**config.mk**
```make
export PLATFORM = sky130hd
export DESIGN_NAME = ps2_note_decoder_flat
export DESIGN_NICKNAME = d
export VERILOG_FILES = /design/src/rtl/ps2_note_decoder_if.sv /design/src/rtl/ps2_note_decoder.sv /design/src/flat_wrapper.sv
export SDC_FILE = /design/constraint.sdc
export NUM_CORES = 1
export LEC_CHECK = 0
export CORE_ASPECT_RATIO = 1.4
export CORE_MARGIN = 8
export CORE_UTILIZATION = 45
export DETAILED_ROUTE_END_ITERATION = 10
export PLACE_DENSITY = 0.71
export SLEW_MARGIN = 20
export SYNTH_ARGS = -nofsm -noshare
export SYNTH_HDL_FRONTEND = slang
export SYNTH_SLANG_ARGS = --single-unit
```
**constraint.sdc**
```tcl
create_clock -name i_clk -period 4.3 [get_ports i_clk]
set_input_delay 0.645 -clock i_clk [delete_from_list [all_inputs] [get_ports i_clk]]
set_output_delay 0.645 -clock i_clk [all_outputs]
set_load 0.1 [all_outputs]
```
**src/rtl/ps2_note_decoder_if.sv**
```systemverilog
// Byte stream in, note events / held pitch out, between the PS/2 receiver and the tone stage.
interface ps2_note_decoder_if;
   logic        byte_valid;
   logic [7:0]  byte_data;
   logic        note_valid;
   logic [4:0]  note_code;
   logic        note_on;
   logic [20:0] key_mask;
   logic [4:0]  held_note;
   logic [19:0] tune_div;

   modport master (
      output byte_valid, byte_data,
      input  note_valid, note_code, note_on, key_mask, held_note, tune_div
   );

   modport slave (
      input  byte_valid, byte_data,
      output note_valid, note_code, note_on, key_mask, held_note, tune_div
   );
endinterface

```
**src/rtl/ps2_note_decoder.sv**
```systemverilog
// PS/2 scan-code parser producing note events, a 21-key held mask and the sounding pitch.
// Optional octave shift on '-' / '=' keys is enabled by defining NOTE_OCTAVE_SHIFT_EN.
module ps2_note_decoder (
   input logic                i_clk,
   input logic                i_rst_n,
   ps2_note_decoder_if.slave  io_bus
);

   typedef enum logic [1:0] {
      ST_IDLE,
      ST_BRK,
      ST_EXT,
      ST_EXT_BRK
   } state_t;

   state_t      r_state;
   state_t      w_stateNext;
   logic        w_isMake;
   logic        w_isBreak;
   logic [4:0]  w_note;
   logic [20:0] w_bitSel;
   logic        w_noteHeld;

   logic [20:0] r_keyMask;
   logic        r_noteValid;
   logic [4:0]  r_noteCode;
   logic        r_noteOn;
   logic [4:0]  r_recent;
   logic [4:0]  r_heldNote;
   logic [19:0] r_tuneDiv;
   logic [4:0]  w_heldNext;
   logic [19:0] w_basePitch;
   logic [19:0] w_tuneNext;

`ifdef NOTE_OCTAVE_SHIFT_EN
   logic        w_octDown;
   logic        w_octUp;
   logic [1:0]  r_octOffset;
`endif

   function automatic logic [4:0] mapCode(input logic [7:0] code);
      logic [4:0] result;
      case (code)
         8'h1A: result = 5'd1;
         8'h22: result = 5'd2;
         8'h21: result = 5'd3;
         8'h2A: result = 5'd4;
         8'h32: result = 5'd5;
         8'h31: result = 5'd6;
         8'h3A: result = 5'd7;
         8'h1C: result = 5'd8;
         8'h1B: result = 5'd9;
         8'h23: result = 5'd10;
         8'h2B: result = 5'd11;
         8'h34: result = 5'd12;
         8'h33: result = 5'd13;
         8'h3B: result = 5'd14;
         8'h15: result = 5'd15;
         8'h1D: result = 5'd16;
         8'h24: result = 5'd17;
         8'h2D: result = 5'd18;
         8'h2C: result = 5'd19;
         8'h35: result = 5'd20;
         8'h3C: result = 5'd21;
         default: result = 5'd0;
      endcase
      return result;
   endfunction

   // Half-period counts for C4..B4 at 100 MHz; other octaves are derived by shifting.
   function automatic logic [19:0] midPitch(input logic [2:0] idx);
      logic [19:0] result;
      case (idx)
         3'd0: result = 20'd191110;
         3'd1: result = 20'd170265;
         3'd2: result = 20'd151685;
         3'd3: result = 20'd143172;
         3'd4: result = 20'd127551;
         3'd5: result = 20'd113636;
         3'd6: result = 20'd101239;
         default: result = 20'd0;
      endcase
      return result;
   endfunction

   function automatic logic [19:0] notePitch(input logic [4:0] note);
      logic [19:0] result;
      logic [4:0]  idx;
      result = 20'd0;
      idx    = 5'd0;
      if (note == 5'd0) begin
         result = 20'd0;
      end else if (note <= 5'd7) begin
         idx    = note - 5'd1;
         result = midPitch(idx[2:0]) << 1;
      end else if (note <= 5'd14) begin
         idx    = note - 5'd8;
         result = midPitch(idx[2:0]);
      end else if (note <= 5'd21) begin
         idx    = note - 5'd15;
         result = midPitch(idx[2:0]) >> 1;
      end
      return result;
   endfunction

   assign w_note     = mapCode(io_bus.byte_data);
   assign w_bitSel   = 21'd1 << (w_note - 5'd1);
   assign w_noteHeld = |(r_keyMask & w_bitSel);

   always_ff @(posedge i_clk or negedge i_rst_n) begin
      if (!i_rst_n) begin
         r_state <= ST_IDLE;
      end else begin
         r_state <= w_stateNext;
      end
   end

   // Prefix parser: only a plain make from IDLE or a plain break from BRK touches notes.
   always_comb begin
      w_stateNext = r_state;
      w_isMake    = 1'b0;
      w_isBreak   = 1'b0;
`ifdef NOTE_OCTAVE_SHIFT_EN
      w_octDown   = 1'b0;
      w_octUp     = 1'b0;
`endif
      if (io_bus.byte_valid) begin
         case (r_state)
            ST_IDLE: begin
               if (io_bus.byte_data == 8'hF0) begin
                  w_stateNext = ST_BRK;
               end else if (io_bus.byte_data == 8'hE0) begin
                  w_stateNext = ST_EXT;
               end else begin
                  w_isMake = (w_note != 5'd0);
`ifdef NOTE_OCTAVE_SHIFT_EN
                  w_octDown = (io_bus.byte_data == 8'h4E);
                  w_octUp   = (io_bus.byte_data == 8'h55);
`endif
               end
            end
            ST_BRK: begin
               w_stateNext = ST_IDLE;
               w_isBreak   = (w_note != 5'd0);
            end
            ST_EXT: begin
               w_stateNext = (io_bus.byte_data == 8'hF0) ? ST_EXT_BRK : ST_IDLE;
            end
            ST_EXT_BRK: begin
               w_stateNext = ST_IDLE;
            end
            default: begin
               w_stateNext = ST_IDLE;
            end
         endcase
      end
   end

   // Typematic repeats and breaks of unheld keys fall through without an event.
   always_ff @(posedge i_clk or negedge i_rst_n) begin
      if (!i_rst_n) begin
         r_keyMask   <= 21'd0;
         r_noteValid <= 1'b0;
         r_noteCode  <= 5'd0;
         r_noteOn    <= 1'b0;
         r_recent    <= 5'd0;
      end else begin
         r_noteValid <= 1'b0;
         if (w_isMake && !w_noteHeld) begin
            r_keyMask   <= r_keyMask | w_bitSel;
            r_noteValid <= 1'b1;
            r_noteCode  <= w_note;
            r_noteOn    <= 1'b1;
            r_recent    <= w_note;
         end else if (w_isBreak && w_noteHeld) begin
            r_keyMask   <= r_keyMask & ~w_bitSel;
            r_noteValid <= 1'b1;
            r_noteCode  <= w_note;
            r_noteOn    <= 1'b0;
         end
      end
   end

`ifdef NOTE_OCTAVE_SHIFT_EN
   always_ff @(posedge i_clk or negedge i_rst_n) begin
      if (!i_rst_n) begin
         r_octOffset <= 2'b00;
      end else if (w_octDown && r_octOffset != 2'b11) begin
         r_octOffset <= r_octOffset - 2'b01;
      end else if (w_octUp && r_octOffset != 2'b01) begin
         r_octOffset <= r_octOffset + 2'b01;
      end
   end
`endif

   // A stale most-recent note (already released) falls back to the highest held key.
   always_comb begin
      w_heldNext = 5'd0;
      for (int k = 0; k < 21; k++) begin
         if (r_keyMask[k]) begin
            w_heldNext = 5'(k + 1);
         end
      end
      if (r_recent != 5'd0 && |(r_keyMask & (21'd1 << (r_recent - 5'd1)))) begin
         w_heldNext = r_recent;
      end
   end

   assign w_basePitch = notePitch(w_heldNext);

   always_comb begin
      w_tuneNext = w_basePitch;
`ifdef NOTE_OCTAVE_SHIFT_EN
      case (r_octOffset)
         2'b11:   w_tuneNext = w_basePitch << 1;
         2'b01:   w_tuneNext = w_basePitch >> 1;
         default: w_tuneNext = w_basePitch;
      endcase
`endif
   end

   always_ff @(posedge i_clk or negedge i_rst_n) begin
      if (!i_rst_n) begin
         r_heldNote <= 5'd0;
         r_tuneDiv  <= 20'd0;
      end else begin
         r_heldNote <= w_heldNext;
         r_tuneDiv  <= w_tuneNext;
      end
   end

   assign io_bus.note_valid = r_noteValid;
   assign io_bus.note_code  = r_noteCode;
   assign io_bus.note_on    = r_noteOn;
   assign io_bus.key_mask   = r_keyMask;
   assign io_bus.held_note  = r_heldNote;
   assign io_bus.tune_div   = r_tuneDiv;

endmodule

```
**src/flat_wrapper.sv**
```systemverilog
// flat-port wrapper written by rule: the top's interface ports become plain ports
module ps2_note_decoder_flat 
  (i_clk, i_rst_n, io_bus_byte_valid, io_bus_byte_data, io_bus_note_valid, io_bus_note_code, io_bus_note_on, io_bus_key_mask, io_bus_held_note, io_bus_tune_div);
  ps2_note_decoder_if io_bus_i ();
  input logic i_clk;
  input logic i_rst_n;
  input wire logic [$bits(io_bus_i.byte_valid)-1:0] io_bus_byte_valid;
  input wire logic [$bits(io_bus_i.byte_data)-1:0] io_bus_byte_data;
  output wire logic [$bits(io_bus_i.note_valid)-1:0] io_bus_note_valid;
  output wire logic [$bits(io_bus_i.note_code)-1:0] io_bus_note_code;
  output wire logic [$bits(io_bus_i.note_on)-1:0] io_bus_note_on;
  output wire logic [$bits(io_bus_i.key_mask)-1:0] io_bus_key_mask;
  output wire logic [$bits(io_bus_i.held_note)-1:0] io_bus_held_note;
  output wire logic [$bits(io_bus_i.tune_div)-1:0] io_bus_tune_div;
  assign io_bus_i.byte_valid = io_bus_byte_valid;
  assign io_bus_i.byte_data = io_bus_byte_data;
  assign io_bus_note_valid = io_bus_i.note_valid;
  assign io_bus_note_code = io_bus_i.note_code;
  assign io_bus_note_on = io_bus_i.note_on;
  assign io_bus_key_mask = io_bus_i.key_mask;
  assign io_bus_held_note = io_bus_i.held_note;
  assign io_bus_tune_div = io_bus_i.tune_div;
  ps2_note_decoder u_core (.i_clk(i_clk), .i_rst_n(i_rst_n), .io_bus(io_bus_i));
endmodule
```
# Word level (Yosys, flattened, before mapping)
# Memories as Yosys holds them, arrays and structs flattened.
# Cells that the tools add are included.
op_classes:
  add_sub_neg: 5
  magnitude_cmp: 3
  n_eq_ne: 24
  shift: 2
  n_mux: 48
  bitwise_logic: 5
  n_reduce_logical: 17
ops:
  columns: ["cell", "n"]
  rows:
  - ["case mux 18 bit (7 select lines)", 3]
  - ["AND 21 bit", 3]
  - ["two-way mux 20 bit", 3]
  - ["two-way mux 5 bit", 10]
  - ["two-way mux 21 bit", 2]
  - ["OR reduction 21 bit", 2]
  - ["left shift 1 x 5 -> 21 bit (first input constant)", 2]
  - ["two-way mux 4 bit", 8]
  - ["== test 3 bit (second input constant)", 9]
  - ["NOT 21 bit", 1]
  - ["bitwise OR 21 bit", 1]
  - ["two-way mux 19 bit", 1]
  - ["== test 3 x 2 -> 1 bit (second input constant)", 6]
  - ["== test 8 bit (second input constant)", 2]
  - ["two-way mux 3 bit", 4]
  - ["two-way mux 1 bit", 11]
  - ["two-way mux 2 bit", 5]
  - ["nonzero test 5 bit", 2]
  - ["subtractor 5 x 1 -> 5 bit (second input constant)", 2]
  - ["== test 3 x 1 -> 1 bit (second input constant)", 3]
  - ["logical NOT 3 bit", 3]
  - ["case mux 2 bit (3 select lines)", 1]
  - ["subtractor 3 x 1 -> 3 bit (second input constant)", 2]
  - ["less-or-equal comparator 5 x 3 -> 1 bit (second input constant)", 1]
  - ["13 further kinds", 17]
totals:
  ff_bits: 60
  mem_bits_ro: 320
  in_bits: 11
  output_inout_bits: 53
  elab_cells: 113
  mem_count: 1
mem_list:
  columns: ["name", "depth", "word_bits", "rd", "rd_clocked_by_memory_dff", "wr", "line_no", "source"]
  rows:
  - ["(name not given)", 64, 5, 1, 0, 0, "ps2_note_decoder.sv:43", "case (code)"]

# Logic depth before layout (Yosys ltp)
depth:
  word_depth: 29
  depth_mapped: 15
  ltp_nobuf: 14

# Least setup slack after synthesis
# Ideal clock, no wire load.
synth_path:
  kind: "register -> register"
  startpoint: "register with a tool-made name"
  endpoint: "register u_core.r_tuneDiv[9] (netlist: u_core.io_bus.tune_div[9])"
  setup_time_ns: 0.066
  t_arrival_ns: 3.499
  t_required_ns: 4.234
  setup_slack_ns: 0.736
  stages_incl_launch_ff: 15
  path_buffers: 0
  period_less_slack_ns: 3.564
  path_cell_list: "dfrtp_1 > mux4_2 > nand2b_1 > o2111ai_1 > and3_1 > a41oi_1 > clkinv_1 > nand2_1 > inv_1 > ha_1 > nand2_1 > mux2i_1 > nand2b_1 > a221o_1 > nand2_1"
synth_lines:
  columns: ["item", "line_no", "source"]
  rows:
  - ["to (signal assigned)", "ps2_note_decoder.sv:228", "r_tuneDiv <= w_tuneNext;"]
  - ["to (decl)", "ps2_note_decoder.sv:30", "logic [19:0] r_tuneDiv;"]

# Final worst setup path
layout_path:
  startpoint: "register u_core.r_recent[0]"
  endpoint: "register u_core.r_tuneDiv[9] (netlist: u_core.io_bus.tune_div[9])"
layout_between:
  elab_chain_cells: 13
  elab_cells_between_ends: 42
  classes_between: "4 x add/sub; 3 x order compare; 18 x eq/ne; 1 x shift; 8 x mux; 1 x bitwise; 7 x reduce/logical"
layout_lines:
  columns: ["item", "line_no", "source"]
  rows:
  - ["from (decl)", "ps2_note_decoder.sv:28", "logic [4:0] r_recent;"]
  - ["from (signal assigned)", "ps2_note_decoder.sv:174", "r_recent <= w_note;"]
  - ["subtractor 5 x 1 -> 5 bit", "ps2_note_decoder.sv:204", "if (r_recent != 5'd0 && |(r_keyMask & (21'd1 << (r_recent - 5'd1)))) begin"]
  - ["left shift 1 x 5 -> 21 bit", "ps2_note_decoder.sv:204", null]
  - ["AND 21 bit", "ps2_note_decoder.sv:204", null]
  - ["OR reduction 21 bit", "ps2_note_decoder.sv:204", null]
  - ["logical AND 1 bit", "ps2_note_decoder.sv:204", null]
  - ["two-way mux 5 bit (*)", "ps2_note_decoder.sv:204", null]
  - ["subtractor 3 bit", "ps2_note_decoder.sv:100", "idx = note - 5'd15;"]
  - ["== test 3 bit, or another cell as far along", "ps2_note_decoder.sv:73", "case (idx)"]
  - ["case mux 18 bit (7 select lines)", "ps2_note_decoder.sv:73", null]
  - ["two-way mux 19 bit", "ps2_note_decoder.sv:99", "end else if (note <= 5'd21) begin"]
  - ["two-way mux 20 bit", "ps2_note_decoder.sv:96", "end else if (note <= 5'd14) begin"]
  - ["two-way mux 20 bit", "ps2_note_decoder.sv:93", "end else if (note <= 5'd7) begin"]
  - ["two-way mux 20 bit (*)", "ps2_note_decoder.sv:91", "if (note == 5'd0) begin"]
  - ["via u_core.w_basePitch[9]", "ps2_note_decoder.sv:32", "logic [19:0] w_basePitch;"]
# Mark *: on every way through the listed nets, which the timed path passes. The rest lies on a longest branch.
# A chain may end at the register's enable or synchronous reset.

==> summary.md <==
- finished, final reports clean — outcome
- 3 — number of H-tree levels
- 0.9950 — RePlAce Congestion
- 12.91% — share of layout cells above drive strength 1
- 0 — number of antenna violations at the first check in global routing
- 83 — unique cell type count in the Yosys netlist
- 5590 sq um — post-route cell area
- 248.3 MHz — achievable clock frequency
- yes — clock tree from TritonCTS
- 27.9% — Seq pwr share
- flip-flop — startpoint class of the critical path
- in -> async — type of the most critical hold path
- 429.0 nW/um^2 — power density of the placed cells
- 4651 — total number of vias
- 0 — maximum capacitance violations
- met2 — busiest layer in global routing
- 0 — global-route congestion overflow total
- 0 — max-slew violation total from the final report
- 45.8% — proportion of power drawn by combinational gates
- 23.40% — met1 GRT Util
- 134.2 um — die height
- 0.7795% — xor and xnor area share after synthesis
- 2 — maximum buffer depth of the clock tree
- 4581 — vias in the first global route
- 14760 um — Detailed Route WL
- 100.0% — async set-reset flop share out of synthesis
- 7.577 ps — Clock Skew
- 4570 ps — Critical Path RT
- 11130 um — DPL Wire Length
- 0 — post-cts sizing count
- 8.307 sq um — Post-Syn Area per Cell
- 0.5568% — synthesized-area fraction occupied by adder cells
- 4.253% — met3 Use GR
- 0 ps — Setup Total Neg Slack
- 341 — number of design-rule violations left by the first detailed-router iteration
- 45.65% — effective utilization at floorplan
- 2.168 nW — leakage power
- 0 — antenna diode count
- 15 — biggest fanout along the worst timing path
- 39.78% — fraction of met2 tracks used by global routing
- 4494 sq um — total standard cell area after synthesis
- 5329 sq um — post-detailed-placement cell area
- compound AO/OA/AOI/OAI gates — dominant combinational cell family by area after synthesis
- 0 — post-CTS setup buffer count
- 1.110 mW — power dissipated by switching net loads
- 0 — Final ANT Viol Nets
- flip-flop — Critical Path Sink Type
- 46.26% — Sw Ratio
- 4027 ps — crit path time final
- sky130_fd_sc_hd__clkbuf_16 — clk root buf
- 9846 sq um — Floorplan Core Area
- 62 — input/output buffers
- 0 — Finish-stage setup viols
- sky130_fd_sc_hd__dfrtp_1 — Top FF cell, synth
- 32.66% — slew margin rel.
- 59 — number of clock sinks seen by CTS
- 32.85% — area share of the largest cell type after synthesis
- 6.226 — Avg Vias per Cell
- 32.85% — sequential area share after synthesis
- 19.76 um — routed len/inst
- 1007 ps — actual slew at the worst max-slew pin
- 60 — maximum number of pins on one net before global-route repair
- 462.6 ps — Min Hold Slack
- 64 — number of I/O pins
- 29.90% — share of the synthesized area in compound gates (AO/OA/AOI/OAI)
- 541 — gate count after technology mapping
- 22.31% — Overall Global Routing Usage
- 0 — number of flops mapped to enable cells by yosys
- 4290 ps — arrival time reported for the critical path endpoint
- 620 — nets
- 50 ps — post-CTS clock slew at the launch and capture registers of the worst setup and hold paths
- sky130_fd_sc_hd__dfrtp_1, sky130_fd_sc_hd__nand2_1, sky130_fd_sc_hd__o21ai_0, sky130_fd_sc_hd__a21oi_1, sky130_fd_sc_hd__o31ai_1 — top area cells in the synthesized netlist
- 0 — yosys warns
- 9 — Num CTS Buffers
- 93.65% — Tcrit/Tclk final
- reg -> reg — worst setup path category
- 0 — number of hold-repair buffers added at the cts stage
- no — setup repair after global routing missed its margin
- 0 — final hold violation count
- 26.3% — clock network fraction of design power
- 43 — floorplan row count
- 23950 um — global-route wire length before repair
- 100.5 um — DIE WIDTH
- 13490 sq um — area of the die
- 0 — count of unresolved DRC violations after routing
- 5 — drt pass-1 iters
- 1.289 mW — internal power
- 24.30% — post-synthesis simple-gate area fraction
- 5.290% — share of synthesized area spent on multiplexers
- 330 ps — insertion delay to the later sink of the worst-skew pair
- sky130_fd_sc_hd__dfrtp_1 — Yosys top cell by area
- 24.39% — Area Overhead vs Synth
- 0.2047 mV — maximum VDD drop
- 554 — Synth Net Count
- 59 — total of flip-flops plus latches after synthesis
==> routing by layer <==
| layer | part of all wire, % | wire length (um) |
|---|---|---|
| met5 | 0 | 0 |
| met4 | 5.1 | 759 |
| met3 | 5.2 | 771 |
| met2 | 52 | 7660 |
| met1 | 38 | 5572 |
==> layout by cell type (no fill, tap or decap), drive strengths merged, types with 4 or more instances in the layout <==
cell           Yosys  final
o31ai             20     20
nand3             24     24
nand4              6      6
nand3b             8      8
clkbuf            13     10
or2                5      5
a221oi             4      4
o41ai             14     14
dfrtp             59     59
nand2             62     62
nor2b              7      7
inv               16     16
o211ai             6      6
or3                5      5
clkdlybuf4s50      0     61
nor2              35     35
clkinv             1      6
nand2b            14     14
a21oi             32     32
o22ai              6      6
o21ai             51     51
o221ai             4      4
a31oi              7      7
and2               4      4
mux2               9      9
nor3              13     13
nor4               6      6
buf               27     34
a211oi             8      8
mux2i             11     11
==> stage by stage <==
stage                     std cells  utilization (%)  worst slack (ps)  power [mW]
after floorplan                 541                -             735.6       1.510
after global placement          731            54.12             150.7       1.766
after detailed placement        731            54.12             87.60       1.773
after CTS                       747            56.78             328.7       2.407
after global routing            747            56.78             36.77       2.492
final                           747            56.78             273.1       2.398
==> cells by family (layout without fill, tap and decap cells) <==
family,Yosys count,count (layout)
buffers and inverters,57,128
other,1,1
muxes,21,21
xor gates and xnor gates,4,4
DFF,59,59
AOI/OAI and AO/OA,189,189
adders and majority gates,2,2
and+or+nand+nor,208,208
==> Yosys cell counts, types with 3 or more instances <==
cell type / count
sky130_fd_sc_hd__nand2_1: 61
sky130_fd_sc_hd__dfrtp_1: 59
sky130_fd_sc_hd__o21ai_0: 43
sky130_fd_sc_hd__nor2_1: 35
sky130_fd_sc_hd__a21oi_1: 32
sky130_fd_sc_hd__nand3_1: 24
sky130_fd_sc_hd__o31ai_1: 19
sky130_fd_sc_hd__buf_2: 17
sky130_fd_sc_hd__inv_1: 15
sky130_fd_sc_hd__nand2b_1: 14
sky130_fd_sc_hd__o41ai_1: 14
sky130_fd_sc_hd__clkbuf_1: 13
sky130_fd_sc_hd__mux2i_1: 11
sky130_fd_sc_hd__nor3_1: 11
sky130_fd_sc_hd__a31oi_1: 7
sky130_fd_sc_hd__nand3b_1: 7
sky130_fd_sc_hd__nor2b_1: 7
sky130_fd_sc_hd__a211oi_1: 6
sky130_fd_sc_hd__nand4_1: 6
sky130_fd_sc_hd__nor4_1: 6
sky130_fd_sc_hd__o21ai_1: 6
sky130_fd_sc_hd__o22ai_1: 6
sky130_fd_sc_hd__buf_6: 5
sky130_fd_sc_hd__o211ai_1: 5
sky130_fd_sc_hd__or2_2: 5
sky130_fd_sc_hd__or3_1: 5
sky130_fd_sc_hd__a221oi_1: 4
sky130_fd_sc_hd__and2_1: 4
sky130_fd_sc_hd__mux2_1: 4
sky130_fd_sc_hd__mux2_2: 4
sky130_fd_sc_hd__o221ai_1: 4
sky130_fd_sc_hd__and3_1: 3
sky130_fd_sc_hd__and3b_1: 3
sky130_fd_sc_hd__buf_1: 3
sky130_fd_sc_hd__nor4b_1: 3
sky130_fd_sc_hd__o21a_1: 3
sky130_fd_sc_hd__o2bb2ai_1: 3
sky130_fd_sc_hd__xnor2_1: 3
==> area by class of cell <==
type                       instances  area, sq um
tap                              135        168.9
clock buffer                      10        229.0
inverter                          17        63.81
fill                             926         4255
clock inverter                     6        32.53
timing repair buffer              95        875.8
sequential                        59         1476
multi-input combinational        425         2744
==> power groups by stage <==
stage / registers [mW] / clock network (mW) / logic [mW]
2_1_floorplan: 1.20 / 0 / 0.311
3_3_place_gp: 0.678 / 0 / 1.09
3_5_place_dp: 0.678 / 0 / 1.09
4_1_cts: 0.670 / 0.639 / 1.10
5_1_grt: 0.680 / 0.665 / 1.15
6_report: 0.670 / 0.630 / 1.10
==> path summary, 6_finish.rpt <==
path | to | cells after the start | from | slack (ps)
worst max register to register | u_core.io_bus.tune_div[9]$_DFF_PN0_ | 14 | u_core.r_recent[0]$_DFFE_PN0P_ | 270
max in group asynchronous | u_core.io_bus.tune_div[14]$_DFF_PN0_ | 2 | i_rst_n | 3350
min in group i_clk | u_core.io_bus.note_code[4]$_DFFE_PN0P_ | 1 | u_core.io_bus.note_code[4]$_DFFE_PN0P_ | 490
worst min register to register | u_core.io_bus.note_code[4]$_DFFE_PN0P_ | 1 | u_core.io_bus.note_code[4]$_DFFE_PN0P_ | 490
worst max-delay path | u_core.io_bus.tune_div[9]$_DFF_PN0_ | 14 | u_core.r_recent[0]$_DFFE_PN0P_ | 270
worst min-delay path | u_core.io_bus.tune_div[13]$_DFF_PN0_ | 2 | i_rst_n | 460
==> worst max-delay path, stage by stage, from the launching register on <==
cell	delay (ps)
sky130_fd_sc_hd__dfrtp_1	650
sky130_fd_sc_hd__mux2i_1	300
sky130_fd_sc_hd__o22ai_1	120
sky130_fd_sc_hd__o311ai_1	530
sky130_fd_sc_hd__a31oi_1	210
sky130_fd_sc_hd__a41oi_1	260
sky130_fd_sc_hd__clkinv_1	120
sky130_fd_sc_hd__nand2_1	100
sky130_fd_sc_hd__inv_1	90
sky130_fd_sc_hd__ha_1	580
sky130_fd_sc_hd__nand2_1	320
sky130_fd_sc_hd__mux2i_1	210
sky130_fd_sc_hd__nand2b_1	80
sky130_fd_sc_hd__a221o_1	310
sky130_fd_sc_hd__nand2_1	80
Note: power is estimated with default switching activity, not from simulation.
